## config.mk

```make
export PLATFORM = sky130hd
export DESIGN_NAME = jw_nmea_ram_writer_flat
export DESIGN_NICKNAME = d
export VERILOG_FILES = /design/src/rtl/jw_nmea_ram_writer_if.sv /design/src/rtl/jw_nmea_ram_writer.sv /design/src/flat_wrapper.sv
export SDC_FILE = /design/constraint.sdc
export NUM_CORES = 1
export LEC_CHECK = 0
export ABC_AREA = 1
export BUFFER_PORTS_ARGS = -buffer_cell sky130_fd_sc_hd__buf_2
export CAP_MARGIN = 20
export CORE_ASPECT_RATIO = 1.75
export CORE_UTILIZATION = 54
export CTS_CLUSTER_DIAMETER = 60
export DETAILED_ROUTE_END_ITERATION = 12
export PLACE_DENSITY = 0.66
export SLEW_MARGIN = 10
export SYNTH_ARGS = -nofsm -noshare
export SYNTH_HDL_FRONTEND = slang
export SYNTH_SLANG_ARGS = --single-unit
```

## constraint.sdc

```tcl
create_clock -name clk -period 7.15 [get_ports clk]
set_clock_uncertainty 0.2 [all_clocks]
set_input_delay 1.43 -clock clk [delete_from_list [all_inputs] [get_ports clk]]
set_output_delay 1.43 -clock clk [all_outputs]
set_load 0.005 [all_outputs]
```

## src/rtl/jw_nmea_ram_writer_if.sv

```systemverilog
// jw_nmea_ram_writer_if: UART byte stream in, jw RAM write port and status out
//   rx_valid/rx_data          byte strobe and ASCII byte from the UART receiver
//   jw_ram_we/addr/data       16x8 jw RAM write port
//   fix_valid/frame_done      last sentence status 'A' / pulse after a burst
interface jw_nmea_ram_writer_if;
  logic       rx_valid;
  logic [7:0] rx_data;
  logic       jw_ram_we;
  logic [3:0] jw_ram_addr;
  logic [7:0] jw_ram_data;
  logic       fix_valid;
  logic       frame_done;
  modport master (output rx_valid, rx_data,
                  input jw_ram_we, jw_ram_addr, jw_ram_data, fix_valid, frame_done);
  modport slave (input rx_valid, rx_data,
                 output jw_ram_we, jw_ram_addr, jw_ram_data, fix_valid, frame_done);
endinterface

```

## src/rtl/jw_nmea_ram_writer.sv

```systemverilog
// jw_nmea_ram_writer: parse $GPRMC/$GNRMC lat/lon into a 16-byte shadow and burst it into the jw RAM
//   clk, rst_n : clock, asynchronous active-low reset
//   bus        : slave side of jw_nmea_ram_writer_if (rx stream in, RAM write port and status out)
module jw_nmea_ram_writer #(
  parameter logic [7:0] BLANK_CODE  = 8'h0F,
  parameter int          HDR_TIMEOUT = 0
) (
  input logic                 clk,
  input logic                 rst_n,
  jw_nmea_ram_writer_if.slave bus
);
  if (HDR_TIMEOUT != 0) begin : g_bad_timeout
    $error("HDR_TIMEOUT must be 0");
  end
  typedef enum logic [1:0] {IDLE, HDR, FIELD, WRITE} state_t;
  state_t     state_q, state_d;
  logic [3:0] idx_q, idx_d;
  logic [2:0] field_q, field_d;
  logic [7:0] status_q, status_d;
  logic [7:0] shadow_q [16];
  logic [7:0] shadow_d [16];
  logic       we_q, we_d;
  logic [3:0] addr_q, addr_d;
  logic [7:0] data_q, data_d;
  logic       fix_q, fix_d;
  logic       done_q, done_d;
  logic       bad;
  logic       is_dig;
  logic [7:0] dig;
  logic [7:0] hdr_c;
  assign is_dig = bus.rx_data >= "0" && bus.rx_data <= "9";
  assign dig    = bus.rx_data - "0";
  assign hdr_c  = idx_q == 4'd0 ? "G" : idx_q == 4'd1 ? "P" : idx_q == 4'd2 ? "R" :
                  idx_q == 4'd3 ? "M" : idx_q == 4'd4 ? "C" : ",";
  always_comb begin
    state_d  = state_q;
    idx_d    = idx_q;
    field_d  = field_q;
    status_d = status_q;
    shadow_d = shadow_q;
    we_d     = 1'b0;
    addr_d   = 4'd0;
    data_d   = data_q;
    fix_d    = fix_q;
    done_d   = 1'b0;
    bad      = 1'b0;
    if (state_q == WRITE) begin
      we_d    = addr_q != 4'd15;
      addr_d  = we_d ? addr_q + 4'd1 : 4'd0;
      data_d  = we_d ? shadow_q[addr_q + 4'd1] : data_q;
      done_d  = !we_d;
      fix_d   = fix_q | !we_d;
      state_d = we_d ? WRITE : IDLE;
    end else if (bus.rx_valid) begin
      if (bus.rx_data == "$") begin
        state_d  = HDR;
        idx_d    = 4'd0;
        field_d  = 3'd0;
        status_d = 8'h00;
        shadow_d = '{default: BLANK_CODE};
      end else if (state_q == HDR) begin
        // the second header letter may be P (GPS) or N (multi-GNSS)
        if (bus.rx_data == hdr_c || (idx_q == 4'd1 && bus.rx_data == "N")) begin
          idx_d   = idx_q == 4'd5 ? 4'd0 : idx_q + 4'd1;
          field_d = idx_q == 4'd5 ? 3'd1 : field_q;
          state_d = idx_q == 4'd5 ? FIELD : HDR;
        end else begin
          state_d = IDLE;
        end
      end else if (state_q == FIELD) begin
        if (bus.rx_data == ",") begin
          idx_d   = 4'd0;
          field_d = field_q + 3'd1;
          if (field_q == 3'd6) begin
            state_d = status_q == "A" ? WRITE : IDLE;
            fix_d   = status_q == "A" ? fix_q : 1'b0;
            we_d    = status_q == "A";
            data_d  = status_q == "A" ? shadow_q[0] : data_q;
          end
        end else begin
          idx_d = idx_q == 4'd15 ? 4'd15 : idx_q + 4'd1;
          // a rejected byte may leave junk in the shadow; it is re-blanked by the next '$'
          case (field_q)
            3'd2: status_d = idx_q == 4'd0 ? bus.rx_data : status_q;
            3'd3: begin
              if (idx_q < 4'd4) begin
                shadow_d[idx_q + 4'd1] = dig;
                bad = !is_dig;
              end else if (idx_q == 4'd4) begin
                bad = bus.rx_data != ".";
              end else if (idx_q < 4'd8) begin
                shadow_d[idx_q] = dig;
                bad = !is_dig;
              end
            end
            3'd4: if (idx_q == 4'd0) begin
              shadow_d[0] = bus.rx_data == "N" ? 8'h0A : 8'h0B;
              bad = bus.rx_data != "N" && bus.rx_data != "S";
            end
            3'd5: begin
              if (idx_q < 4'd5) begin
                shadow_d[idx_q + 4'd9] = dig;
                bad = !is_dig;
              end else if (idx_q == 4'd5) begin
                bad = bus.rx_data != ".";
              end else if (idx_q < 4'd8) begin
                shadow_d[idx_q + 4'd8] = dig;
                bad = !is_dig;
              end
            end
            3'd6: if (idx_q == 4'd0) begin
              shadow_d[8] = bus.rx_data == "E" ? 8'h0C : 8'h0D;
              bad = bus.rx_data != "E" && bus.rx_data != "W";
            end
            default: ;
          endcase
          state_d = bad ? IDLE : FIELD;
        end
      end
    end
  end
  always_ff @(posedge clk or negedge rst_n) begin
    if (!rst_n) begin
      state_q  <= IDLE;
      idx_q    <= 4'd0;
      field_q  <= 3'd0;
      status_q <= 8'h00;
      shadow_q <= '{default: BLANK_CODE};
      we_q     <= 1'b0;
      addr_q   <= 4'd0;
      data_q   <= 8'h00;
      fix_q    <= 1'b0;
      done_q   <= 1'b0;
    end else begin
      state_q  <= state_d;
      idx_q    <= idx_d;
      field_q  <= field_d;
      status_q <= status_d;
      shadow_q <= shadow_d;
      we_q     <= we_d;
      addr_q   <= addr_d;
      data_q   <= data_d;
      fix_q    <= fix_d;
      done_q   <= done_d;
    end
  end
  assign bus.jw_ram_we   = we_q;
  assign bus.jw_ram_addr = addr_q;
  assign bus.jw_ram_data = data_q;
  assign bus.fix_valid   = fix_q;
  assign bus.frame_done  = done_q;
endmodule

```

## src/flat_wrapper.sv

```systemverilog
// flat-port wrapper written by rule: the top's interface ports become plain ports
module jw_nmea_ram_writer_flat 
#(
  parameter logic [7:0] BLANK_CODE  = 8'h0F,
  parameter int          HDR_TIMEOUT = 0
)
  (clk, rst_n, bus_rx_valid, bus_rx_data, bus_jw_ram_we, bus_jw_ram_addr, bus_jw_ram_data, bus_fix_valid, bus_frame_done);
  jw_nmea_ram_writer_if bus_i ();
  input logic clk;
  input logic rst_n;
  input wire logic [$bits(bus_i.rx_valid)-1:0] bus_rx_valid;
  input wire logic [$bits(bus_i.rx_data)-1:0] bus_rx_data;
  output wire logic [$bits(bus_i.jw_ram_we)-1:0] bus_jw_ram_we;
  output wire logic [$bits(bus_i.jw_ram_addr)-1:0] bus_jw_ram_addr;
  output wire logic [$bits(bus_i.jw_ram_data)-1:0] bus_jw_ram_data;
  output wire logic [$bits(bus_i.fix_valid)-1:0] bus_fix_valid;
  output wire logic [$bits(bus_i.frame_done)-1:0] bus_frame_done;
  assign bus_i.rx_valid = bus_rx_valid;
  assign bus_i.rx_data = bus_rx_data;
  assign bus_jw_ram_we = bus_i.jw_ram_we;
  assign bus_jw_ram_addr = bus_i.jw_ram_addr;
  assign bus_jw_ram_data = bus_i.jw_ram_data;
  assign bus_fix_valid = bus_i.fix_valid;
  assign bus_frame_done = bus_i.frame_done;
  jw_nmea_ram_writer #(.BLANK_CODE(BLANK_CODE), .HDR_TIMEOUT(HDR_TIMEOUT)) u_core (.clk(clk), .rst_n(rst_n), .bus(bus_i));
endmodule
```

---- Word-level counts from Yosys, hierarchy flattened ----
Cells that the tools add are included.
word-level totals
  bits in registers ....................... 160
  output and inout port bits .............. 15
  word-level logic and storage cells ...... 238
cells by class
  add/subtract/negate cells ............... 6
  order comparisons ....................... 14
  equality and inequality tests ........... 41
  multiplexer cells ....................... 110
  bitwise operators ....................... 7
  reductions and logical operators ........ 35
operators with widths
  operator              number
  $mux W128             10
  $bwmux W128           4
  $pmux W56 S2          2
  $mux W8               27
  $demux W8 S4          4
  $pmux W8 S3           2
  $mux W4               9
  $bmux W8 S4           1
  $ne A8 B7 Y1 const B  4
  $mux W1               31
  $ge A5 B5 Y1 const B  5
  $not A4 Y5            5
  $eq A8 B7 Y1 const B  3
  $mux W2               12
  $reduce_and A11 Y1    2
  $lt A5 B1 Y1 const B  4
  $mux W3               6
  $eq A8 B6 Y1 const B  2
  $reduce_bool A2 Y1    8
  $reduce_and A7 Y1     2
  $reduce_bool A4 Y1    3
  $ne A2 B1 Y1 const B  5
  $reduce_and A10 Y1    1
  $eq A3 B3 Y1 const B  3
  37 further kinds      58

---- Depth between registers and ports, before layout ----
  word-level depth ........................ 20
  gate-level depth with buffers ........... 16
  depth with buffers taken out ............ 15

---- Worst setup path after synthesis ----
OpenSTA, ideal clock, no wires.
  path type ............................... input to register
  from .................................... in bus_rx_data[4]
  to ...................................... reg u_core.shadow_q[38] (netlist bit)
  arrival ................................. 3.307 ns
  data required time ...................... 6.830 ns
  path slack .............................. 3.523 ns
  stages .................................. 15
  buffers on the path ..................... 2
  path through ............................ inv_2 > clkbuf_1 > ha_1 > inv_1 > nor2_2 > nand2_4 > nand2_1 > nand3_1 > nor2_2 > o21ai_4 > nor2_2 > inv_2 > buf_2 > nand2_1 > nand2_1
between the ends
  cells in the longest elaborated chain, start to end .. 10
  elaborated cells on any way between the ends .. 27
  those cells by class .................... 1 x add/sub; 8 x eq/ne; 15 x mux; 3 x reduce/logical
ends and longest elaborated chain
  element                         RTL line                                             text
  start, declared                 flat_wrapper.sv:12                                   input wire logic [$bits(bus_i.rx_data)-1:0] bus_rx_data;
  $sub A8 B6 Y8                   jw_nmea_ram_writer.sv:32                             assign dig = bus.rx_data - "0";
  $bwmux W128 (on tied branches)  jw_nmea_ram_writer.sv:107, jw_nmea_ram_writer.sv:92
  $mux W128 (on tied branches)    jw_nmea_ram_writer.sv:106, jw_nmea_ram_writer.sv:91
  $mux W128 (on tied branches)    jw_nmea_ram_writer.sv:104, jw_nmea_ram_writer.sv:89
  $mux W128 (on tied branches)    jw_nmea_ram_writer.sv:101, jw_nmea_ram_writer.sv:86
  $pmux W56 S2                    jw_nmea_ram_writer.sv:83                             case (field_q)
  $mux W128                       jw_nmea_ram_writer.sv:71                             if (bus.rx_data == ",") begin
  $mux W128                       jw_nmea_ram_writer.sv:70                             end else if (state_q == FIELD) begin
  $mux W128                       jw_nmea_ram_writer.sv:61                             end else if (state_q == HDR) begin
  $mux W128                       jw_nmea_ram_writer.sv:55                             if (bus.rx_data == "$") begin
  end signal, assigned            jw_nmea_ram_writer.sv:139                            shadow_q <= shadow_d;
  end, declared                   jw_nmea_ram_writer.sv:20                             logic [7:0] shadow_q [16];
Parallel ways exist; a longest one is shown, timed or not. The select of a mux whose other input is x is not followed.
A chain may end at the register's enable or synchronous reset.

---- Worst setup path after layout ----
  from .................................... in bus_rx_data[4]
  to ...................................... reg u_core.shadow_q[94] (netlist bit)
The elaborated chain is that of the path after synthesis.

==> results.py <==
metrics = {
    "cts": {
        "clock_latency_ns": 0.45,
        "clk_pin_slew_ns": 0.07,
        "cts_root_buf": "clkbuf_16",
        "cts_resized": 0,
        "post_cts_buffers": 0,
        "cts_tree": "done",
        "holdBufCountCts": 0,
        "cts_made_buffers": 17,
        "cts_max_level": 4,
        "clkSinkCount": 160,
        "clock_path_buffers": 2,
    },
    "die": {
        "initial_core_util_pct": 54.8,
        "chipHeight_um": 189,
        "ios": 26,
        "die_w_um": 109,
        "rows": 68,
        "coreArea_mm2": 0.0197,
        "dieArea_mm2": 0.0205,
    },
    "global_route": {
        "track_usage_pct": 42.5,
        "grt_pass1_wl_um": 63300,
        "overflow": 0,
        "grt_pass1_vias": 10800,
        "grt_max_degree": 84,
        "grt_antenna_before_repair": 0,
    },
    "logic_synthesis": {
        "syn-num-nets": 1626,
        "synth_top_area_share_pct": 22.3,
        "synth_async_sr_flop_share_pct": 100,
        "synth_seq_cells": 160,
        "synth-edff-count": 0,
        "syn-cell-area_mm2": 0.0108,
        "ys_top_cells_by_area": "dfrtp_1 (22%), nand2_1 (18%), dfstp_2 (16%)",
        "yosysWarnings": 0,
        "ys_seq_area_share_pct": 37.9,
        "synth_cell_types": 44,
        "avgSynthCellArea_um2": 6.75,
        "netlist_instances": 1595,
        "synth_top_cell_by_area": "dfrtp_1",
        "synth-main-ff-cell": "dfrtp_1",
    },
    "power": {
        "leakage_uw": 0.00546,
        "total_power_uw": 3800,
        "powerDensity_mw_per_mm2": 330,
        "peakVddDrop_mv": 0.313,
    },
    "timing": {
        "hold_viol": 0,
        "tns_ns": 0,
        "final-setup-viol-count": 0,
        "maxSlewViolCount": 0,
        "min_period_over_period_pct": 66.3,
        "relSlewSlack_pct": 25.3,
        "worst_slew_pin_slew_ns": 1.12,
        "max_freq_mhz": 211,
        "min_period_ns": 4.74,
        "rsz0062_at_grt": "false",
    },
    "finish": {
        "layout_common_cells": "nand2_1 (510), o21ai_0 (162), nor2_1 (158)",
        "area_growth_pct": 6.96,
        "drive_above_1_share_pct": 11.3,
        "multi_input_area_mm2": 0.00588,
        "layout.nets": 1600,
        "layout_commonest_cell": "nand2_1",
        "regArea_mm2": 0.00409,
        "antennaDiodeCount": 0,
        "num-fill-cells": 2007,
    },
    "worst_setup_path": {
        "slowest_delay_ns": 0.61,
        "cp.arrival_ns": 4.87,
        "setup.worst_path.end_class": "flip-flop",
        "path_common_cell": "nand2_1",
        "critPathMaxFanout": 37,
        "cp-start-kind": "input pin",
        "crit_path_top_delay_cell": "nand2_1",
        "worstPathRequired_ns": 7.27,
        "worst-setup-path-type": "input pin to flip-flop",
        "crit_chain": "buf_2, inv_2, ha_1, inv_1, nor2_2, nand2_4, nand2_1, inv_1, nand3_1, nand2_1, nor2_2, inv_1, nand2_1, nand2_1",
    },
    "detailed_routing": {
        "first_pass_iters": 6,
        "routed_wl_um": 41800,
        "post_drt_wl_per_cell_um": 22.9,
        "via_per_inst": 6.14,
        "detail-route-antenna-nets": 0,
        "drtIter0Drc": 1429,
        "drc_errors": 0,
        "via_count": 11200,
    },
    "outcome": {
        "status": "finished, final reports clean",
    },
    "worst_hold_path": {
        "hold_path_class": "flip-flop to flip-flop",
    },
    "place": {
        "io_buffers": 25,
        "gp_congestion": 1.00,
        "hpwl_um": 30100,
    },
    "run": {
        "drv_cap": 0,
    },
}
-- worst max-delay path: cells and delay by family --
family | cells | cell delay (ns)
simple gates | 8 | 1.85
buf+inv | 5 | 1.31
fa+ha+maj | 1 | 0.25
-- power breakdown --
part | switching [uW] | internal [uW] | leakage [uW]
Sequential | 97.6 | 1000 | 0.00197
Clock | 397 | 516 | 0.000267
Combinational | 1330 | 462 | 0.00323
Total | 1830 | 1980 | 0.00546
-- cells in the mapped netlist, types with 2 or more instances --
library cell and n:
inv_2 12, o21ai_0 162, nand2_1 510, nand4_1 11, clkinv_1 4, nand3b_1 4, o221ai_1 7, inv_1 110
a21oi_1 54, ha_1 20, nor2_2 10, nor3_1 15, clkbuf_1 48, buf_2 22, a22oi_1 4, nand2_2 5
nor2_1 159, dfrtp_1 96, buf_1 5, nand3_1 122, nor3_2 2, nor2_4 6, buf_4 4, dfstp_2 64
o211ai_1 34, xor2_1 4, nand2_4 2, a211oi_1 8, o22ai_1 14, o21ai_1 47, o311ai_0 8, o31ai_1 5
nand3_2 6
-- routing by layer --
metal | GRT usage [%] | part of all wire, % | vias up
li1 | - | - | 5196
met1 | 48.4 | 36 | 5260
met2 | 68.5 | 48 | 577
met3 | 7.13 | 6.4 | 191
met4 | 35.3 | 9.9 | 0
met5 | 0 | 0 | -
-- kinds of logic after synthesis --
logic type | Yosys count | share of synthesized area (%)
adder cells (fa/ha/maj) | 20 | 2.32
XOR/XNOR | 6 | 0.662
AO/OA/AOI/OAI | 348 | 18.3
flip-flops | 160 | 37.9
buffers and inverters | 206 | 7.59
AND/OR/NAND/NOR | 855 | 33.2
-- flip-flops by register name, summed over array words and instances (netlist names) --
name                    cells
u_core.shadow_q           128
u_core.state_q              2
u_core.bus.fix_valid        1
u_core.field_q              3
u_core.bus.jw_ram_data      8
u_core.bus.jw_ram_addr      4
u_core.idx_q                4
u_core.bus.jw_ram_we        1
u_core.bus.frame_done       1
u_core.status_q             8
-- cell type report --
cell class                      count  area share, %
Timing Repair Buffer               34           1.73
Multi-Input combinational cell   1229           51.0
Sequential cell                   160           35.5
Clock buffer                       20           3.79
Inverter                          127           4.16
Clock inverter                     12           1.17
Tap cell                          245           2.66
-- path summary, 6_finish.rpt --
check,from,endpoint,slack (ns),cells past startpoint
hold reg to reg,u_core.shadow_q[3],u_core.shadow_q[3],0.26,2
hold / removal,u_core.shadow_q[3],u_core.shadow_q[3],0.26,2
max in group asynchronous,rst_n,u_core.shadow_q[23],4.41,2
min in group asynchronous,rst_n,u_core.bus.jw_ram_data[4],0.85,1
setup / recovery,bus_rx_data[4],u_core.shadow_q[94],2.41,14
setup reg to reg,u_core.field_q[0],u_core.shadow_q[47],3.36,12
-- metrics by stage --
| stage | hold slack (ns) | area, um^2 | utilization, % | std cells | setup slack (ns) |
|---|---|---|---|---|---|
| 2_1_floorplan | 0.241 | 10800 | - | 1595 | 3.52 |
| 3_3_place_gp | 0.253 | 11000 | 55.7 | 1795 | 2.22 |
| 3_5_place_dp | 0.255 | 11000 | 55.7 | 1795 | 2.10 |
| 4_1_cts | 0.265 | 11500 | 58.6 | 1827 | 2.56 |
| 5_1_grt | 0.283 | 11500 | 58.6 | 1827 | 2.15 |
| 6_report | 0.264 | 11500 | 58.6 | 1827 | 2.41 |
Power figures use the tool's default switching activity.
